==> config.mk <==
export PLATFORM = sky130hd
export DESIGN_NAME = spis_top
export DESIGN_NICKNAME = d
export VERILOG_FILES = /design/src/rtl/spis_pkg.sv /design/src/rtl/spis_sync.sv /design/src/rtl/spis_top.sv
export SDC_FILE = /design/constraint.sdc
export NUM_CORES = 1
export LEC_CHECK = 0
export ABC_AREA = 0
export CORE_MARGIN = 2
export CORE_UTILIZATION = 34
export DETAILED_ROUTE_END_ITERATION = 16
export MAX_ROUTING_LAYER = met4
export PLACE_DENSITY_LB_ADDON = 0.15
export REMOVE_ABC_BUFFERS = 1
export SKIP_LAST_GASP = 1
export SYNTH_ARGS = -nofsm -noshare
export SYNTH_HDL_FRONTEND = slang
export SYNTH_SLANG_ARGS = --single-unit
==> constraint.sdc <==
create_clock -name module_clk -period 3.4 [get_ports module_clk]
set_input_delay 0.68 -clock module_clk [delete_from_list [all_inputs] [get_ports module_clk]]
set_output_delay 0.68 -clock module_clk [all_outputs]
set_load 0.03 [all_outputs]
==> src/rtl/spis_pkg.sv <==
// Shared types and defaults for the SPI slave block.
package spis_pkg;

    typedef enum logic {
        IDLE   = 1'b0,
        ACTIVE = 1'b1
    } spis_state_e;

    localparam int         SPIS_DATA_W    = 8;
    localparam logic [7:0] SPIS_IDLE_FILL = 8'hFF;

endpackage

==> src/rtl/spis_sync.sv <==
// Multi-flop synchroniser for an asynchronous pad input with rise/fall detection
// on the synchronised level.
module spis_sync #(
    parameter int   SYNC_STAGES = 2,
    parameter logic RST_VAL     = 1'b0
) (
    input  logic clk,
    input  logic rst,
    input  logic din,
    output logic rise,
    output logic fall
);

    logic [SYNC_STAGES-1:0] sync_r;
    logic                   prev_r;
    logic                   level_s;

    // Synchroniser chain plus one delayed copy for edge detection
    always_ff @(posedge clk or posedge rst) begin
        if (rst) begin
            sync_r <= {SYNC_STAGES{RST_VAL}};
            prev_r <= RST_VAL;
        end else begin
            sync_r <= {sync_r[SYNC_STAGES-2:0], din};
            prev_r <= sync_r[SYNC_STAGES-1];
        end
    end

    assign level_s = sync_r[SYNC_STAGES-1];
    assign rise    = level_s & ~prev_r;
    assign fall    = ~level_s & prev_r;

endmodule

==> src/rtl/spis_top.sv <==
// SPI mode-0 slave: pad inputs synchronised into module_clk, full-duplex frames,
// 1-deep transmit buffer and a pulsed receive interface.
module spis_top
    import spis_pkg::*;
#(
    parameter int                DATA_W      = SPIS_DATA_W,
    parameter int                SYNC_STAGES = 2,
    parameter logic [DATA_W-1:0] IDLE_FILL   = DATA_W'(SPIS_IDLE_FILL)
) (
    input  logic              module_clk,
    input  logic              module_rst,
    input  logic              spis_sck,
    input  logic              spis_cs_n,
    input  logic              spis_mosi,
    output logic              spis_miso_o,
    output logic              spis_miso_oen,
    input  logic [DATA_W-1:0] tx_data,
    input  logic              tx_valid,
    output logic              tx_ready,
    output logic [DATA_W-1:0] rx_data,
    output logic              rx_valid,
    output logic              tx_underrun,
    output logic              busy
);

    localparam int              CNT_W    = $clog2(DATA_W);
    localparam logic [CNT_W-1:0] CNT_LAST = CNT_W'(DATA_W - 1);

    spis_state_e            state_r, state_s;
    logic [CNT_W-1:0]       bit_cnt_r, bit_cnt_s;
    logic [DATA_W-2:0]      shift_rx_r, shift_rx_s;
    logic [DATA_W-2:0]      shift_tx_r, shift_tx_s;
    logic [DATA_W-1:0]      tx_buf_r, tx_buf_s;
    logic [DATA_W-1:0]      rx_data_r, rx_data_s;
    logic                   tx_full_r, tx_full_s;
    logic                   reload_pending_r, reload_pending_s;
    logic                   miso_r, miso_s;
    logic                   miso_oen_r, miso_oen_s;
    logic                   rx_valid_r, rx_valid_s;
    logic                   underrun_r, underrun_s;
    logic [SYNC_STAGES-1:0] mosi_sync_r;
    logic                   mosi_s;
    logic                   sck_rise_s, sck_fall_s, cs_rise_s, cs_fall_s;
    logic                   load_s, tx_accept_s;
    logic [DATA_W-1:0]      load_byte_s;

    spis_sync #(.SYNC_STAGES(SYNC_STAGES), .RST_VAL(1'b0)) u_sync_sck (
        .clk(module_clk), .rst(module_rst), .din(spis_sck),
        .rise(sck_rise_s), .fall(sck_fall_s)
    );

    spis_sync #(.SYNC_STAGES(SYNC_STAGES), .RST_VAL(1'b1)) u_sync_cs (
        .clk(module_clk), .rst(module_rst), .din(spis_cs_n),
        .rise(cs_rise_s), .fall(cs_fall_s)
    );

    // MOSI synchroniser, same depth as SCK so data and clock stay aligned
    always_ff @(posedge module_clk or posedge module_rst) begin
        if (module_rst) begin
            mosi_sync_r <= {SYNC_STAGES{1'b0}};
        end else begin
            mosi_sync_r <= {mosi_sync_r[SYNC_STAGES-2:0], spis_mosi};
        end
    end

    assign mosi_s      = mosi_sync_r[SYNC_STAGES-1];
    assign tx_accept_s = tx_valid & ~tx_full_r;
    assign load_byte_s = tx_full_r ? tx_buf_r : IDLE_FILL;

    // Next-state and datapath logic; CS deassertion has priority over SCK edges
    always_comb begin
        state_s          = state_r;
        bit_cnt_s        = bit_cnt_r;
        shift_rx_s       = shift_rx_r;
        shift_tx_s       = shift_tx_r;
        tx_buf_s         = tx_buf_r;
        tx_full_s        = tx_full_r;
        reload_pending_s = reload_pending_r;
        miso_s           = miso_r;
        miso_oen_s       = miso_oen_r;
        rx_data_s        = rx_data_r;
        rx_valid_s       = 1'b0;
        underrun_s       = 1'b0;
        load_s           = 1'b0;
        case (state_r)
            IDLE: begin
                if (cs_fall_s) begin
                    state_s    = ACTIVE;
                    load_s     = 1'b1;
                    bit_cnt_s  = {CNT_W{1'b0}};
                    miso_oen_s = 1'b0;
                end else begin
                    state_s = IDLE;
                end
            end
            ACTIVE: begin
                if (cs_rise_s) begin
                    state_s          = IDLE;
                    bit_cnt_s        = {CNT_W{1'b0}};
                    reload_pending_s = 1'b0;
                    miso_oen_s       = 1'b1;
                    miso_s           = 1'b1;
                end else if (sck_rise_s) begin
                    shift_rx_s = {shift_rx_r[DATA_W-3:0], mosi_s};
                    if (bit_cnt_r == CNT_LAST) begin
                        rx_data_s        = {shift_rx_r, mosi_s};
                        rx_valid_s       = 1'b1;
                        bit_cnt_s        = {CNT_W{1'b0}};
                        reload_pending_s = 1'b1;
                    end else begin
                        bit_cnt_s = bit_cnt_r + CNT_W'(1);
                    end
                end else if (sck_fall_s) begin
                    if (reload_pending_r) begin
                        load_s           = 1'b1;
                        reload_pending_s = 1'b0;
                    end else begin
                        miso_s     = shift_tx_r[DATA_W-2];
                        shift_tx_s = {shift_tx_r[DATA_W-3:0], 1'b0};
                    end
                end else begin
                    state_s = ACTIVE;
                end
            end
            default: begin
                state_s = IDLE;
            end
        endcase
        // A same-cycle tx handshake never bypasses into the shifter
        if (load_s) begin
            shift_tx_s = load_byte_s[DATA_W-2:0];
            miso_s     = load_byte_s[DATA_W-1];
            if (tx_full_r) begin
                tx_full_s = 1'b0;
            end else begin
                underrun_s = 1'b1;
            end
        end else begin
            underrun_s = 1'b0;
        end
        if (tx_accept_s) begin
            tx_buf_s  = tx_data;
            tx_full_s = 1'b1;
        end else begin
            tx_buf_s = tx_buf_r;
        end
    end

    // State, datapath and output registers
    always_ff @(posedge module_clk or posedge module_rst) begin
        if (module_rst) begin
            state_r          <= IDLE;
            bit_cnt_r        <= {CNT_W{1'b0}};
            shift_rx_r       <= {(DATA_W-1){1'b0}};
            shift_tx_r       <= {(DATA_W-1){1'b0}};
            tx_buf_r         <= {DATA_W{1'b0}};
            rx_data_r        <= {DATA_W{1'b0}};
            tx_full_r        <= 1'b0;
            reload_pending_r <= 1'b0;
            miso_r           <= 1'b1;
            miso_oen_r       <= 1'b1;
            rx_valid_r       <= 1'b0;
            underrun_r       <= 1'b0;
        end else begin
            state_r          <= state_s;
            bit_cnt_r        <= bit_cnt_s;
            shift_rx_r       <= shift_rx_s;
            shift_tx_r       <= shift_tx_s;
            tx_buf_r         <= tx_buf_s;
            rx_data_r        <= rx_data_s;
            tx_full_r        <= tx_full_s;
            reload_pending_r <= reload_pending_s;
            miso_r           <= miso_s;
            miso_oen_r       <= miso_oen_s;
            rx_valid_r       <= rx_valid_s;
            underrun_r       <= underrun_s;
        end
    end

    assign spis_miso_o   = miso_r;
    assign spis_miso_oen = miso_oen_r;
    assign tx_ready      = ~tx_full_r;
    assign rx_data       = rx_data_r;
    assign rx_valid      = rx_valid_r;
    assign tx_underrun   = underrun_r;
    assign busy          = (state_r == ACTIVE);

endmodule

==> results.tsv <==
stage	metric	value	unit
cells_and_area	drive_above_1_share	19.25	%
worst_setup_path	path_cells	clkdlybuf4s50_1	
route	vias	1265	
cells_and_area	syn_to_final_growth	19.59	%
power	pwr-share-comb	22.0	%
worst_setup_path	critPathTopFamily	buffers and inverters	
power	p_sw	418.6	µW
clock_tree	postCtsSetupBuffers	0	
worst_setup_path	required	2.72	ns
power	power.share.clock	22.3	%
sta	setup_tns	0	ns
yosys	synth.largest_area_cell	dfrtp_1	
worst_setup_path	reg2reg_slack	1.40	ns
yosys	yosys.cell_types.count	33	
power	p_sw_share	29.03	%
sta	fmax	414.9	MHz
power	powerDensity	595.5	mW/mm²
global_route	track_usage	11.87	%
worst_setup_path	cp-start-kind	flip-flop	
worst_setup_path	cp_slowest_stage_delay	0.77	ns
yosys	synth_edf_count	0	
global_route	grt_most_used_layer	met2	
place	dp_hpwl	2445	µm
clock_tree	clk_latency	0.29	ns
sta	slew_headroom	35.20	%
clock_tree	clock_sinks	48	
sta	slew_viol_final	0	
yosys	synthCells	159	
route	ant_nets	0	
power	p_leak	0.001085	µW
worst_setup_path	startpoint	busy	
worst_setup_path	critPathMaxFanout	16	
yosys	ys_seq_elements	48	
place	placed_cells	254	
clock_tree	cts-root-buf	clkbuf_8	
worst_setup_path	worstSetupPathDepth	1	
yosys	yosysSeqAreaShare	59.64	%
cells_and_area	final_nets	204	
place	port_buffers	27	
sta	worst_clock_skew	0.009024	ns
global_route	grt_use_met3	2.333	%
global_route	antenna_found_initial	0	
global_route	grt_pass1_wl	5809	µm
global_route	grt_max_degree	49	
cells_and_area	fillers	539	
place	place_congestion	0.7410	
global_route	first_global_vias	1267	
sta	rsz0062_at_grt	false	
worst_setup_path	worstSetupEndpointType	output pin	
hold_path	hold_class	reg -> reg	
cells_and_area	final-instance-count-excl-fill	262	
yosys	ys.flop_type	dfrtp_1	
cells_and_area	n_antenna_cell	0	
worst_setup_path	worstReg2RegEnd	shift_tx_r[2]	
sta	setup_viol	0	
die	placementRows	28	
place	dp_worst_setup_slack	1.168	ns
route	drtPass1Iterations	4	
sta	finalCritPeriodShare	70.88	%
worst_setup_path	crit_path_top_delay_cell	clkdlybuf4s50_1	
worst_setup_path	rr_startpoint	u_sync_sck.prev_r	
yosys	async_reset_ff_share	100.0	%
power	internal-power	1023	µW
route	drt_iter0_markers	49	
yosys	yosys_warnings	0	
clock_tree	htree_levels	2	
die	io-pin-count	28	
yosys	synth_largest_type_area_fraction	53.15	%
die	die_w	81.17	µm
cells_and_area	final_common_cell	dfrtp_1	
sta	hold_viol	0	
sta	period_needed	2.410	ns
die	start_util	34.60	%
outcome	status	finished, final reports clean	
power	pwr-share-seq	55.7	%
worst_setup_path	path_buf_inv	1	
clock_tree	clk_pin_slew	0.08	ns
yosys	syn-cell-area	0.002024	mm²
power	vdd.ir_drop.worst	0.2984	mV
clock_tree	holdBufCountCts	0	
route	wl_per_cell	13.17	µm
worst_setup_path	cp.arrival	1.73	ns
die	die_h	81.17	µm
clock_tree	cts_resized	0	
global_route	overflow	0	
cells_and_area	layout_common_cells	dfrtp_1 (43), clkdlybuf4s50_1 (27), mux2_2 (15), nor2_1 (10), nand2_1 (10)	
clock_tree	cts_buffer_depth	2	
sta	setup_slack	0.9900	ns
yosys	syn_area_per_cell	12.73	µm²
route	vias_per_cell	4.828	
clock_tree	cts_tree	yes	
clock_tree	cts_buffers	5	
die	dieArea	0.006588	mm²
worst_setup_path	crit_end	busy	
route	wl	3450	µm
die	core_area	0.005851	mm²
global_route	grtUsageMet2	19.83	%
yosys	netlist_top_cells_area	dfrtp_1 (53%), mux2_2 (8.3%), dfstp_2 (6.5%)	
sta	tightestPinTransition	0.9706	ns
route	drc	0	
global_route	met1_usage	13.95	%
worst_setup_path	crit_type	reg -> out	
run	drv_cap	0	
worst_setup_path	rr_worst_depth	5	
synthesized netlist by cell type (all sizes together), types with 3 or more instances:
master	count
dfrtp	43
mux2	23
nand2	10
nor2	10
inv	9
nor3b	7
o21ai	7
o31ai	7
a21oi	5
buf	5
dfstp	5
ha	4
nand2b	4
a211oi	3
kinds of logic (layout without fill, tap and decap cells):
kind of cell	Yosys count	in the layout	share of synthesized area [%]
compound gates	30	30	10.01
fa+ha+maj	4	4	2.472
mux	23	23	14.28
simple gates	37	37	9.395
buf+inv	17	45	4.203
flops	48	48	59.64
through the flow:
| stage | hold slack, ns | total power (µW) | instance area (µm²) | utilization, % |
|---|---|---|---|---|
| finish | 0.3514 | 1442 | 2421 | 41.38 |
| global route | 0.3582 | 1531 | 2421 | 41.38 |
| CTS | 0.3535 | 1460 | 2421 | 41.38 |
| detailed placement | 0.3347 | 1136 | 2341 | 40.01 |
| global placement | 0.3347 | 1113 | 2341 | 40.01 |
| floorplan | 0.3312 | 1023 | 1977 | - |
power groups by stage:
stage	clock network, µW	logic (µW)	registers, µW
final	322	317	803
after global routing	361	351	820
after CTS	334	322	804
after detailed placement	0	321	815
after global placement	0	306	807
after floorplan	0	217	806
layer usage:
| metal | up-vias | share of wire, % |
|---|---|---|
| met2 | 30 | 49 |
| met1 | 621 | 46 |
| li1 | 607 | - |
| met4 | 0 | 1.9 |
| met5 | - | 0 |
| met3 | 7 | 3.2 |
worst min path at each step:
stage	to	cells past startpoint	slack, ns	start
2_1_floorplan	mosi_sync_r[1]	0	0.33	mosi_sync_r[0]
5_1_grt	u_sync_sck.sync_r[1]	0	0.36	u_sync_sck.sync_r[0]
3_3_place_gp	mosi_sync_r[1]	0	0.33	mosi_sync_r[0]
6_report	mosi_sync_r[1]	0	0.35	mosi_sync_r[0]
4_1_cts	u_sync_sck.sync_r[1]	0	0.35	u_sync_sck.sync_r[0]
3_5_place_dp	u_sync_sck.sync_r[1]	0	0.33	u_sync_sck.sync_r[0]
flip-flops by register name, summed over array words and instances, names as in the netlist:
register and count:
shift_rx_r 7, bit_cnt_r 3, tx_buf_r 8, u_sync_sck.sync_r 2
u_sync_cs.sync_r 2, rx_valid 1, tx_full_r 1, reload_pending_r 1
shift_tx_r 7, u_sync_cs.prev_r 1, tx_underrun 1, spis_miso_oen 1
busy 1, rx_data 8, mosi_sync_r 2, u_sync_sck.prev_r 1
spis_miso_o 1
cell type report:
cell class              instances  area [µm²]  area share, %
well taps                      75       93.84          3.876
multi-input cells              94       732.0          30.23
repair buffers                 27       270.3          11.16
flip-flops and latches         48        1207          49.87
inverters                      10       37.54          1.550
clock buffers                   8       80.08          3.307
Power figures use the tool's default switching activity.
==> RTL change: new RTL, same settings <==
Set the package constant `SPIS_DATA_W` to 16 (it was 8).
--- a/src/rtl/spis_pkg.sv
+++ b/src/rtl/spis_pkg.sv
@@ -7,5 +7,5 @@
     } spis_state_e;
 
-    localparam int         SPIS_DATA_W    = 8;
+    localparam int         SPIS_DATA_W    = 16;
     localparam logic [7:0] SPIS_IDLE_FILL = 8'hFF;
 
Ports: changed (resized rx_data and tx_data); port bits go from 28 to 44. No check against the original RTL was run, so the function may have changed too.
==> RTL change against the unedited design <==
  * Power grew 82%
  * Cell area increased by 75%
  * Worst setup slack gained 3.1 ps
  * Area after synthesis is 68% higher
  * Hold slack gained 1.3 ps
  * Wire length increased by 82%
  * Sequential cell count is 33 higher
  * Non-clock buffer count up 23
  * Largest cell class unchanged
  * Largest power group unchanged
==> RTL change: results (changes against the unedited design) <==
[status]
status = complete, no violations  ; unchanged

[critical_path]
worstPathArrival_ps = 1730  ; about the same
critPathMaxFanout = 14  ; was 16
critPathSlowestCell = clkdlybuf4s50_1  ; unchanged

[sta]
fmax_mhz = 415.5  ; was 414.9 MHz
finalClockSkew_ps = 7.829  ; was 9.024 ps
slew_headroom_pct = 43.25  ; was 35.20%

[place]
placedInstanceArea_um2 = 3981  ; was 2341 um2
place.gp.congestion = 0.7713  ; was 0.7410
place_inst = 432  ; was 254
hpwl_mm = 4.144  ; was 2.445 mm
port_buffers = 43  ; was 27
pre_cts_ws_ps = 1098  ; was 1168 ps

[grt]
grt_pass1_wl_mm = 10.71  ; was 5.809 mm
grt_max_degree = 44  ; was 49
antenna_found_initial = 0  ; unchanged
grt_pass1_vias = 2176  ; was 1267
grt_use_total_pct = 12.82  ; was 11.87%

[route]
drt_iter0_drc = 117  ; was 49
wl_per_cell_um = 14.00  ; was 13.17 um
drt-vias-per-instance = 4.848  ; was 4.828

[yosys]
synthTopCellsByArea = dfrtp_1, mux2_2, dfstp_2, o21ai_0, a21oi_1  ; was dfrtp_1, mux2_2, dfstp_2, mux2_4, nor3b_1
synth_common_cells = dfrtp_1, mux2_2, o21ai_0  ; was dfrtp_1, mux2_2, nand2_1, nor2_1
postSynth.asyncResetShare_pct = 100.0  ; unchanged
yosysSeqAreaShare_pct = 59.65  ; was 59.64%
ys_types = 38  ; was 33
syn_avg_cell_area_um2 = 12.81  ; was 12.73 um2
yosys_warnings = 0  ; unchanged

[power]
p_int_uw = 1978  ; was 1023 uW
ir_drop_mv = 0.2859  ; was 0.2984 mV
p_seq_uw = 1290  ; was 803 uW
combinationalPowerShare_pct = 16.6  ; was 22.0%
leakage_uw = 0.001863  ; was 0.001085 uW
p_switching_uw = 648.3  ; was 418.6 uW

[finish]
instances_no_fill = 448  ; was 262
antenna_cells = 0  ; unchanged
layout.nets = 335  ; was 204
layout-drive-gt1-share_pct = 24.76  ; was 19.25%

[cts]
insertion_delay_ps = 350  ; was 290 ps
cts_made_buffers = 9  ; was 5
h-tree-depth = 3  ; was 2
clk_pin_slew_ps = 80  ; about the same
cts_buffer_depth = 2  ; unchanged

[worst_hold_path]
hold_path_class = reg2reg  ; unchanged

## RTL change: changes by cell type in the layout (fill, tap and decap cells not counted), sizes merged, moves of 6 or more
cell	before	now
dfrtp	43	76
a21oi	5	13
o21ai	7	17
mux2	23	47
clkdlybuf4s50	27	43
a22o	0	7
o31ai	7	0
buf	0	7
o2111ai	0	6
## RTL change: final cells by class
type                    count  area (um2)
clock buffers              11       131.4
fillers                   960        5534
well taps                 133       166.4
inverters                  15       57.56
multi-input cells         153        1229
repair buffers             50       495.5
clock inverters             5       127.6
flip-flops and latches     81        2033
## RTL change: kinds of logic after synthesis
kind of cell             Yosys count  share of synthesized area [%]
AO/OA/AOI/OAI                     62                          12.56
adder cells (fa/ha/maj)            4                          1.395
buffers and inverters             32                          4.295
flip-flops                        81                          59.65
multiplexers                      47                          15.53
AND/OR/NAND/NOR                   40                          6.572
## RTL change: path summary, 6_finish.rpt
check,start,endpoint,slack [ps],cells past startpoint
max,busy$_DFF_PP0_,busy,990,1
min,u_sync_sck.sync_r[0]$_DFF_PP0_,u_sync_sck.sync_r[1]$_DFF_PP0_,350,0
max reg2reg,u_sync_sck.prev_r$_DFF_PP0_,rx_data[3]$_DFFE_PP0P_,1180,5
min reg2reg,u_sync_sck.sync_r[0]$_DFF_PP0_,u_sync_sck.sync_r[1]$_DFF_PP0_,350,0
max in group asynchronous,module_rst,u_sync_cs.prev_r$_DFF_PP1_,2200,3
min in group asynchronous,module_rst,tx_buf_r[4]$_DFFE_PP0P_,600,2
## RTL change: metal layers
metal	track usage (%)	share of wire, %	vias to the layer above	routed length, um
met5	-	0	-	0
met4	5.502	1.8	0	116
met3	3.258	3.3	9	207
met2	19.17	47	41	2962
met1	16.56	48	1094	2984
li1	-	-	1028	-
